===== src/rtl/ftdi_pkg.sv =====
// Shared definitions for the FT601 receive gateway: FSM encoding, bus widths
// and the default read-burst limit.
package ftdi_pkg;

  typedef enum logic [1:0] {
    ST_IDLE = 2'd0,
    ST_TURN = 2'd1,
    ST_READ = 2'd2,
    ST_GAP  = 2'd3
  } rx_state_e;

  localparam int BURST_MAX_DEFAULT = 1024;
  localparam int DATA_W            = 32;
  localparam int BE_W              = 4;
  localparam int SESS_W            = 11;

  function automatic int cnt_width(input int depth);
    return $clog2(depth) + 1;
  endfunction

endpackage


===== src/rtl/rx_sync_fifo.sv =====
// Single-clock first-word-fall-through buffer with an occupancy count.
// The head entry is always visible on rd_data while valid is high.
module rx_sync_fifo #(
  parameter int DEPTH = 8,
  parameter int WIDTH = 36
) (
  input  logic                     clk,
  input  logic                     rst_n,
  input  logic                     wr_en,
  input  logic [WIDTH-1:0]         wr_data,
  input  logic                     rd_en,
  output logic [WIDTH-1:0]         rd_data,
  output logic                     valid,
  output logic [$clog2(DEPTH):0]   count
);

  localparam int AW = $clog2(DEPTH);
  localparam int CW = AW + 1;

  logic [WIDTH-1:0] r_mem [DEPTH];
  logic [AW-1:0]    r_wptr;
  logic [AW-1:0]    r_rptr;
  logic [CW-1:0]    r_count;
  logic             w_push;
  logic             w_pop;

  assign w_push = wr_en && (r_count != CW'(DEPTH));
  assign w_pop  = rd_en && (r_count != '0);

  // Storage array; contents need no reset because r_count gates visibility.
  always_ff @(posedge clk) begin
    if (w_push) begin
      r_mem[r_wptr] <= wr_data;
    end
  end

  // Pointers wrap naturally because DEPTH is a power of two.
  always_ff @(posedge clk or negedge rst_n) begin
    if (!rst_n) begin
      r_wptr  <= '0;
      r_rptr  <= '0;
      r_count <= '0;
    end else begin
      if (w_push) r_wptr <= r_wptr + AW'(1);
      if (w_pop)  r_rptr <= r_rptr + AW'(1);
      case ({w_push, w_pop})
        2'b10:   r_count <= r_count + CW'(1);
        2'b01:   r_count <= r_count - CW'(1);
        default: r_count <= r_count;
      endcase
    end
  end

  assign rd_data = r_mem[r_rptr];
  assign valid   = (r_count != '0);
  assign count   = r_count;

endmodule


===== src/rtl/ftdi_rx_gateway.sv =====
// FT601 245-mode receive path: bus turnaround/read-strobe FSM feeding an
// FWFT buffer, with burst length and buffer headroom limiting each session.
module ftdi_rx_gateway
  import ftdi_pkg::*;
#(
  parameter int FIFO_DEPTH = 8,
  parameter int BURST_MAX  = BURST_MAX_DEFAULT
) (
  input  logic              ftdi_clk,
  input  logic              rst_n,
  input  logic              ftdi_rxf_n,
  input  logic [DATA_W-1:0] ftdi_data,
  input  logic [BE_W-1:0]   ftdi_be,
  output logic              ftdi_oe_n,
  output logic              ftdi_rd_n,
  output logic [DATA_W-1:0] data_out,
  output logic [BE_W-1:0]   data_out_be,
  output logic              data_out_valid,
  input  logic              data_out_ready
);

  localparam int CW = cnt_width(FIFO_DEPTH);
  localparam logic [CW-1:0]     OCC_LIMIT = CW'(FIFO_DEPTH - 2);
  localparam logic [SESS_W-1:0] SESS_MAX  = SESS_W'(BURST_MAX);

  rx_state_e               r_state;
  rx_state_e               w_next;
  logic                    r_oe_n;
  logic                    r_rd_n;
  logic                    r_armed;
  logic [SESS_W-1:0]       r_sess_cnt;
  logic [SESS_W-1:0]       w_sess_next;
  logic                    w_wr;
  logic                    w_pop;
  logic [CW-1:0]           w_occ;
  logic [CW-1:0]           w_occ_next;
  logic [DATA_W+BE_W-1:0]  w_rd_word;

  // Capture only while the strobe is actually on the bus and data is present.
  assign w_wr        = !r_rd_n && !ftdi_rxf_n;
  assign w_pop       = data_out_valid && data_out_ready;
  assign w_sess_next = r_sess_cnt + SESS_W'(w_wr);
  assign w_occ_next  = w_occ + CW'(w_wr) - CW'(w_pop);

  // Next-state logic for the read session.
  always_comb begin
    w_next = r_state;
    case (r_state)
      ST_IDLE: begin
        if (r_armed && !ftdi_rxf_n && (w_occ <= OCC_LIMIT)) w_next = ST_TURN;
        else                                                 w_next = ST_IDLE;
      end
      ST_TURN: w_next = ST_READ;
      ST_READ: begin
        if (ftdi_rxf_n || (w_sess_next == SESS_MAX) || (w_occ_next > OCC_LIMIT))
          w_next = ST_GAP;
        else
          w_next = ST_READ;
      end
      ST_GAP:  w_next = ST_IDLE;
      default: w_next = ST_IDLE;
    endcase
  end

  // State and bus strobes; r_armed holds off the first session one extra edge.
  always_ff @(posedge ftdi_clk or negedge rst_n) begin
    if (!rst_n) begin
      r_state <= ST_IDLE;
      r_oe_n  <= 1'b1;
      r_rd_n  <= 1'b1;
      r_armed <= 1'b0;
    end else begin
      r_state <= w_next;
      r_oe_n  <= !((w_next == ST_TURN) || (w_next == ST_READ));
      r_rd_n  <= (w_next != ST_READ);
      r_armed <= 1'b1;
    end
  end

  // Per-session capture count.
  always_ff @(posedge ftdi_clk or negedge rst_n) begin
    if (!rst_n) begin
      r_sess_cnt <= '0;
    end else if ((r_state == ST_IDLE) && (w_next == ST_TURN)) begin
      r_sess_cnt <= '0;
    end else if (w_wr) begin
      r_sess_cnt <= w_sess_next;
    end else begin
      r_sess_cnt <= r_sess_cnt;
    end
  end

  rx_sync_fifo #(
    .DEPTH (FIFO_DEPTH),
    .WIDTH (DATA_W + BE_W)
  ) u_fifo (
    .clk     (ftdi_clk),
    .rst_n   (rst_n),
    .wr_en   (w_wr),
    .wr_data ({ftdi_be, ftdi_data}),
    .rd_en   (data_out_ready),
    .rd_data (w_rd_word),
    .valid   (data_out_valid),
    .count   (w_occ)
  );

  assign ftdi_oe_n   = r_oe_n;
  assign ftdi_rd_n   = r_rd_n;
  assign data_out    = w_rd_word[DATA_W-1:0];
  assign data_out_be = w_rd_word[DATA_W +: BE_W];

endmodule


===== config.mk =====
export PLATFORM = sky130hd
export DESIGN_NAME = ftdi_rx_gateway
export DESIGN_NICKNAME = d
export VERILOG_FILES = /design/src/rtl/ftdi_pkg.sv /design/src/rtl/rx_sync_fifo.sv /design/src/rtl/ftdi_rx_gateway.sv
export SDC_FILE = /design/constraint.sdc
export NUM_CORES = 1
export LEC_CHECK = 0
export CAP_MARGIN = 5
export CORE_ASPECT_RATIO = 1.75
export CORE_MARGIN = 3
export CORE_UTILIZATION = 58
export DETAILED_ROUTE_END_ITERATION = 12
export DONT_BUFFER_PORTS = 1
export GPL_TIMING_DRIVEN = 0
export PLACE_DENSITY = 0.73
export SETUP_SLACK_MARGIN = 0.02
export SYNTH_ARGS = -nofsm -noshare
export SYNTH_HDL_FRONTEND = slang
export SYNTH_HIERARCHICAL = 1
export SYNTH_SLANG_ARGS = --single-unit

===== constraint.sdc =====
create_clock -name ftdi_clk -period 12 [get_ports ftdi_clk]
set_input_delay 2.4 -clock ftdi_clk [delete_from_list [all_inputs] [get_ports ftdi_clk]]
set_output_delay 2.4 -clock ftdi_clk [all_outputs]
set_load 0.01 [all_outputs]

==> key figures, run 1 <==
Synth
  – Synth Register Bits: 314
  – Async set-reset flop share out of synthesis: 8.28%
  – Sequential area share after synthesis: 73.0%
  – Syn Nets: 656
  – Distinct cell type count after synthesis: 50
  – Synthesized instance count: 598
  – Post-Synthesis Cell Area: 12,700 µm²
  – Ys Warns: 6
  – Dominant synthesized flop cell: edfxtp_1
  – Number of enable flip-flop cells after synthesis: 288
  – Synthesized area per cell: 21.3 µm²

Worst setup path
  – CP Class: flip-flop to primary output
  – Critical path capture point type: primary output
  – R2R setup slack: 8300 ps
  – Startpoint types: flip-flop
  – Crit path max fanout: 10
  – Worst Path Arrival: 2460 ps
  – WP data required: 9600 ps

Place
  – Area post-placement: 13,400 µm²
  – Final HPWL DP: 15.1 mm
  – Placement Setup Slack: 6780 ps
  – Placer Congestion: 0.747
  – Port Buffers: 0
  – Placed cells: 904

Worst hold path
  – Worst Hold Class: flip-flop to flip-flop

Pwr
  – Lkg Pwr: 4.83 nW
  – Final Power: 3.14 mW
  – Max VDD drop: 203 µV
  – P per Cell Area: 220 nW/µm²

Clocking
  – Post-CTS setup buffers: 0
  – Clk slew on worst S/H paths: 60 ps
  – TritonCTS Sinks: 314
  – Max Root-Sink Buffers: 3
  – Post_cts resized: 0
  – Worst skew pair latency: 530 ps
  – Num CTS Buffers: 26
  – Htree depth: 1
  – Post-cts hold buffer count: 0
  – CTS tree: built
  – Clock Tree Root: clkbuf_16

STA
  – Final period util: 40.5%
  – Pins over their slew limit: 0
  – Final Hold Fails: 0
  – Unrepaired setup endpoints after global routing: false
  – Hold slack: 542 ps
  – Max Freq: 206 MHz
  – Final worst slack: 7140 ps
  – Final min period: 4860 ps
  – Total negative slack: 0 ps
  – Setup violators final: 0
  – Clk_skew: 12.9 ps
  – Worst Tran Pin Value: 909 ps
  – Slew margin rel.: 39.3%

Finish
  – Most common cell after layout, fill and taps aside: edfxtp_1
  – Fillers: 1,357
  – Cell area after layout: 14,200 µm²
  – Non-Filler Instances: 952
  – Antenna cells: 0
  – Finished Core Util: 66.0%
  – Final nets: 698
  – Layout cells sized above 1: 20.3%
  – Layout Area Growth over Synthesis: 11.7%
  – Most frequent cells in the layout: edfxtp_1 (288), mux4_1 (57), mux2_2 (39), clkbuf_16 (27), dfrtp_1 (24)

Global routing
  – GR Overflow Total: 0
  – First-pass GRT wire length: 37.1 mm
  – Largest net degree at the start of global routing: 27
  – Vias in the first global route: 6,364
  – Total GRT Usage: 20.7%
  – Initial antenna violation count: 0

Flow run
  – MaxCap Viol Count: 0

Drt
  – Routed Antenna Nets: 0
  – Final wirelength: 23.9 mm
  – Number of remaining DRC errors: 0
  – Avg Vias per Cell: 6.10
  – 1st-pass router iterations: 5
  – Drt initial violations: 400
  – WL/cell: 25.2 µm
  – Via count: 5,808

Floorplan
  – Chip Width: 118 µm
  – Full die area: 23,900 µm²
  – Initial Utilization: 59.1%
  – Die height: 202 µm
  – Core area: 21,600 µm²
  – Cell row count: 71
  – Num ports: 79

Run status
  – Run status: finished, final reports clean
-- cell families after synthesis --
logic type / count (synthesis) / synth area share (%)
AO/OA/AOI/OAI: 21 / 1.08
XOR/XNOR: 21 / 1.44
adder cells (fa/ha/maj): 18 / 1.88
buffers and inverters: 38 / 1.65
flip-flops: 314 / 73.0
multiplexers: 113 / 18.0
other: 1 / 0.0294
AND/OR/NAND/NOR: 72 / 2.94
-- synth_stat cells (all sizes together) (3+ instances only) --
| library cell | n | area share [%] |
|---|---|---|
| ha | 16 | 1.6 |
| dfrtp | 24 | 4.7 |
| mux4 | 72 | 14 |
| and2 | 5 | 0.27 |
| nand3 | 9 | 0.35 |
| buf | 17 | 1.0 |
| edfxtp | 288 | 68 |
| nor3 | 3 | 0.12 |
| xnor2 | 9 | 0.62 |
| clkbuf | 5 | 0.17 |
| mux2 | 39 | 3.4 |
| nand2 | 15 | 0.44 |
| nand2b | 3 | 0.15 |
| nor2 | 18 | 0.55 |
| nor3b | 3 | 0.18 |
| inv | 16 | 0.47 |
| xor2 | 12 | 0.82 |
| o21ai | 5 | 0.20 |
| a21oi | 6 | 0.24 |
| nand4 | 4 | 0.20 |
-- final cells by class --
type / count / area, µm² / area share (%)
Clock buffer: 30 / 687 / 4.82
Sequential cell: 314 / 9300 / 65.3
Buffer: 22 / 150 / 1.05
Tap cell: 292 / 365 / 2.57
Multi-Input combinational cell: 246 / 3290 / 23.1
Timing Repair Buffer: 14 / 214 / 1.50
Clock inverter: 18 / 170 / 1.20
Inverter: 16 / 60.1 / 0.422
-- path summary, 6_finish.rpt --
path                                   from               end  cells past startpoint
max                        u_fifo/r_rptr[1]    data_out_be[2]                      4
min reg2reg                u_fifo/r_wptr[0]  u_fifo/r_wptr[0]                      1
min in group asynchronous             rst_n     r_sess_cnt[8]                      0
min                        u_fifo/r_wptr[0]  u_fifo/r_wptr[0]                      1
max in group asynchronous             rst_n         ftdi_oe_n                      0
max reg2reg                 u_fifo/count[2]     r_sess_cnt[5]                     14
-- power breakdown --
group          leakage, nW  internal [mW]  switching, mW  total [mW]
clock                0.406          0.476          0.362       0.838
sequential            2.93           1.31         0.0490        1.36
combinational         1.50          0.440          0.500       0.940
-- critical path, cell delays in order, from the launching register on --
cell and delay (ps):
dfrtp_1 350, clkbuf_2 260, buf_1 580, mux4_1 420
mux2_2 320
-- state kept, by name, summed over array words and instances, names as in the netlist --
| register | flops |
|---|---|
| ftdi_oe_n | 1 |
| ftdi_rd_n | 1 |
| r_armed | 1 |
| r_sess_cnt | 11 |
| r_state | 2 |
| u_fifo/count | 4 |
| u_fifo/r_mem | 288 |
| u_fifo/r_rptr | 3 |
| u_fifo/r_wptr | 3 |
-- layer usage --
layer	vias up	track usage, %	wire length [µm]
li1	2564	-	-
met4	0	6.54	577
met1	3055	23.8	8580
met3	42	4.40	1390
met2	147	38.4	13400
met5	-	0	0
Note: power is estimated with default switching activity, not from simulation.
==> run 2: changes to the inputs <==
==> constraint.sdc (replaced) <==
create_clock -name ftdi_clk -period 4.6 [get_ports ftdi_clk]
set_input_delay 0.92 -clock ftdi_clk [delete_from_list [all_inputs] [get_ports ftdi_clk]]
set_output_delay 0.92 -clock ftdi_clk [all_outputs]
set_load 0.01 [all_outputs]
==> results of run 2 <==
Same layout as run 1 (identical final DEF). Status: finished, final reports clean.
Main changes from that run: setup slack after placement 6780 ps -> 857 ps; clock-pin slew on the worst setup and hold paths 60 ps -> 70 ps; setup slack after layout 7140 ps -> 900 ps; hold slack 542 ps -> 78.8 ps; start point of the critical path u_fifo/r_rptr[1] -> u_fifo/count[2]; end point of the critical path data_out_be[2] -> r_sess_cnt[5]; register-to-register setup slack 8300 ps -> 900 ps; total power 3.14 mW -> 8.18 mW; worst IR drop on VDD 203 µV -> 530 µV
==> run 3: changes to the inputs <==
--- a/config.mk
+++ b/config.mk
@@ -8,11 +8,11 @@
 export CAP_MARGIN = 5
 export CORE_ASPECT_RATIO = 1.75
 export CORE_MARGIN = 3
-export CORE_UTILIZATION = 58
+export CORE_UTILIZATION = 57
 export DETAILED_ROUTE_END_ITERATION = 12
 export DONT_BUFFER_PORTS = 1
 export GPL_TIMING_DRIVEN = 0
-export PLACE_DENSITY = 0.73
+export PLACE_DENSITY = 0.74
 export SETUP_SLACK_MARGIN = 0.02
 export SYNTH_ARGS = -nofsm -noshare
 export SYNTH_HDL_FRONTEND = slang
==> constraint.sdc (replaced) <==
create_clock -name ftdi_clk -period 3.4 [get_ports ftdi_clk]
set_input_delay 0.68 -clock ftdi_clk [delete_from_list [all_inputs] [get_ports ftdi_clk]]
set_output_delay 0.68 -clock ftdi_clk [all_outputs]
set_load 0.01 [all_outputs]
==> run 3 against run 2 <==
Compared with the run above: cell count grew 0.53%; critical path type unchanged; highest routed layer unchanged; fmax increased by 13%; worst setup slack got worse by 770 ps; via count is 0.40% higher; non-clock buffer count increased by 5; clock-buffer cell count stayed put; clock skew increased by 1.4 ps.
==> key figures, run 3 (synthesis results as in run 1) <==
Finish
  – Layout cells sized above 1: 23.9% (+3.6 points)
  – Most common cell after layout, fill and taps aside: edfxtp_1
  – Area of the multi-input gates: 3380 µm² (+2.6%)
  – Layout Area Growth over Synthesis: 13.3%
  – Fillers: 1,342 (-1.1%)
  – Number of flip-flops in the largest register: 288 (unchanged)
  – Non-Filler Instances: 957 (+0.53%)
  – Final nets: 704 (+0.86%)
  – Antenna cells: 0 (unchanged)
  – Cell area after layout: 14,400 µm² (+1.4%)
  – Register area: 9300 µm² (about the same)
  – Biggest register: u_fifo/r_mem
  – Most frequent cells in the layout: edfxtp_1 (288), mux4_1 (57), mux2_2 (39), clkbuf_16 (27), dfrtp_1 (22)
  – Finished Core Util: 66.4% (+0.41 points)

Place
  – Final HPWL DP: 15.0 mm (-0.85%)
  – Port Buffers: 0 (unchanged)
  – Area post-placement: 13,400 µm² (+0.24%)
  – Placed cells: 900 (-0.44%)
  – Placement Setup Slack: -219 ps
  – Placer Congestion: 0.793 (+6.2%)

Pwr
  – Int Power: 8.05 mW
  – Reg power frac: 42.4% (-0.9 points)
  – Lkg Pwr: 4.90 nW (+1.5%)
  – Max VDD drop: 574 µV
  – Switching power: 3.26 mW
  – P per Cell Area: 783 nW/µm²
  – Switching share of power: 28.9%
  – Clock power frac: 26.5% (-0.2 points)
  – Final Power: 11.3 mW
  – Combinational share of power: 31.0% (+1.0 points)

Clocking
  – Worst skew pair latency: 520 ps (about the same)
  – Clk slew on worst S/H paths: 70 ps
  – TritonCTS Sinks: 314 (unchanged)
  – Htree depth: 1 (unchanged)
  – Clock Tree Root: clkbuf_16
  – Num CTS Buffers: 27 (+3.8%)
  – Max Root-Sink Buffers: 3 (unchanged)
  – CTS tree: built

STA
  – Slew margin rel.: 38.3% (-1.0 points)
  – Total negative slack: 0 ps (unchanged)
  – Unrepaired setup endpoints after global routing: false
  – Final min period: 3280 ps
  – Clk_skew: 14.4 ps (+1.42 ps)
  – Setup violators final: 0 (unchanged)
  – Final worst slack: 125 ps
  – Worst Tran Pin Value: 923 ps (+14.1 ps)
  – Hold slack: 249 ps
  – Pins over their slew limit: 0 (unchanged)
  – Max Freq: 305 MHz
  – Final Hold Fails: 0 (unchanged)
  – Final period util: 96.3%

Global routing
  – Total GRT Usage: 19.9% (-0.74 points)
  – Vias in the first global route: 6,358 (-0.094%)
  – GR Overflow Total: 0 (unchanged)
  – Initial antenna violation count: 0 (unchanged)
  – First-pass GRT wire length: 36.4 mm (-1.9%)
  – Largest net degree at the start of global routing: 27 (unchanged)

Floorplan
  – Chip Width: 119 µm (+0.83%)
  – Full die area: 24,300 µm² (+1.7%)
  – Core area: 21,800 µm² (+0.82%)
  – Cell row count: 71 (unchanged)
  – Initial Utilization: 58.6% (-0.48 points)
  – Num ports: 79 (unchanged)
  – Die height: 204 µm (+0.85%)

Drt
  – Number of remaining DRC errors: 0 (unchanged)
  – WL/cell: 25.1 µm (-0.31%)
  – 1st-pass router iterations: 4 (-1)
  – Avg Vias per Cell: 6.09 (-0.13%)
  – Via count: 5,831 (+0.40%)
  – Routed Antenna Nets: 0 (unchanged)
  – Final wirelength: 24.0 mm (+0.21%)
  – Drt initial violations: 415 (+3.8%)

Run status
  – Run status: finished, final reports clean

Worst setup path
  – Crit path max fanout: 5 (-5)
  – Worst Path Arrival: 3720 ps
  – CP Class: flip-flop to flip-flop
  – Critical path capture point type: flip-flop
  – WP data required: 3850 ps
  – Startpoint types: flip-flop

Flow run
  – MaxCap Viol Count: 0 (unchanged)

Worst hold path
  – Worst Hold Class: primary input to flip-flop
run 3: metal layers:
layer  wire, µm  part of all wire, %  track usage (%)  vias to the layer above
li1           -                    -                -                     2575
met1       8930                   37             23.3                     3075
met2      13300                   55             37.1                      137
met3       1190                  5.0             3.82                       44
met4        565                  2.4             6.01                        0
met5          0                    0                0                        -
run 3: what timing repair did:
item / in CTS / in global routing
pin swaps: 3 / 4
setup endpoints to repair: 11 / 11
buffers inserted: 4 / 2
gates resized for setup: 10 / 15
hold buffers: 2 / 0
endpoints found under the hold margin: 26 / 0
gates cloned: 0 / 1
run 3: final cells by class:
cell class / instances / area share [%]
Buffer: 22 / 1.07
Clock buffer: 30 / 4.76
Clock inverter: 18 / 1.29
Inverter: 16 / 0.416
Multi-Input combinational cell: 246 / 23.4
Sequential cell: 314 / 64.4
Tap cell: 292 / 2.53
Timing Repair Buffer: 19 / 2.17
run 3: path summary, 6_finish.rpt:
check                            startpoint                  end  slack [ps]  cells after the start
setup / recovery            u_fifo/count[1]        r_sess_cnt[6]         120                     14
hold / removal                ftdi_data[15]  u_fifo/r_mem[7][15]         250                      0
setup reg to reg            u_fifo/count[1]        r_sess_cnt[6]         120                     14
hold reg to reg            u_fifo/r_wptr[0]     u_fifo/r_wptr[0]         560                      1
max in group asynchronous             rst_n            ftdi_oe_n        2580                      2
min in group asynchronous             rst_n        r_sess_cnt[8]         600                      2
run 3: critical path, cell delays in order (launching register included):
cell and delay (ps):
dfrtp_2 420, or4_4 590, and2_4 170, ha_4 260
inv_2 40, ha_4 150, fa_2 330, xor2_1 180
a311oi_2 200, a21o_1 190, o21ai_2 80, ha_1 170
and2_4 170, buf_4 160, nor2_2 110
run 3: power by group through the flow:
stage | logic (mW) | clock network, mW | registers, mW
floorplan | 2.50 | 0 | 4.83
global placement | 3.14 | 0 | 4.87
detailed placement | 3.38 | 0 | 4.89
CTS | 3.49 | 3.07 | 4.79
global route | 3.76 | 3.22 | 4.82
finish | 3.51 | 3.00 | 4.80
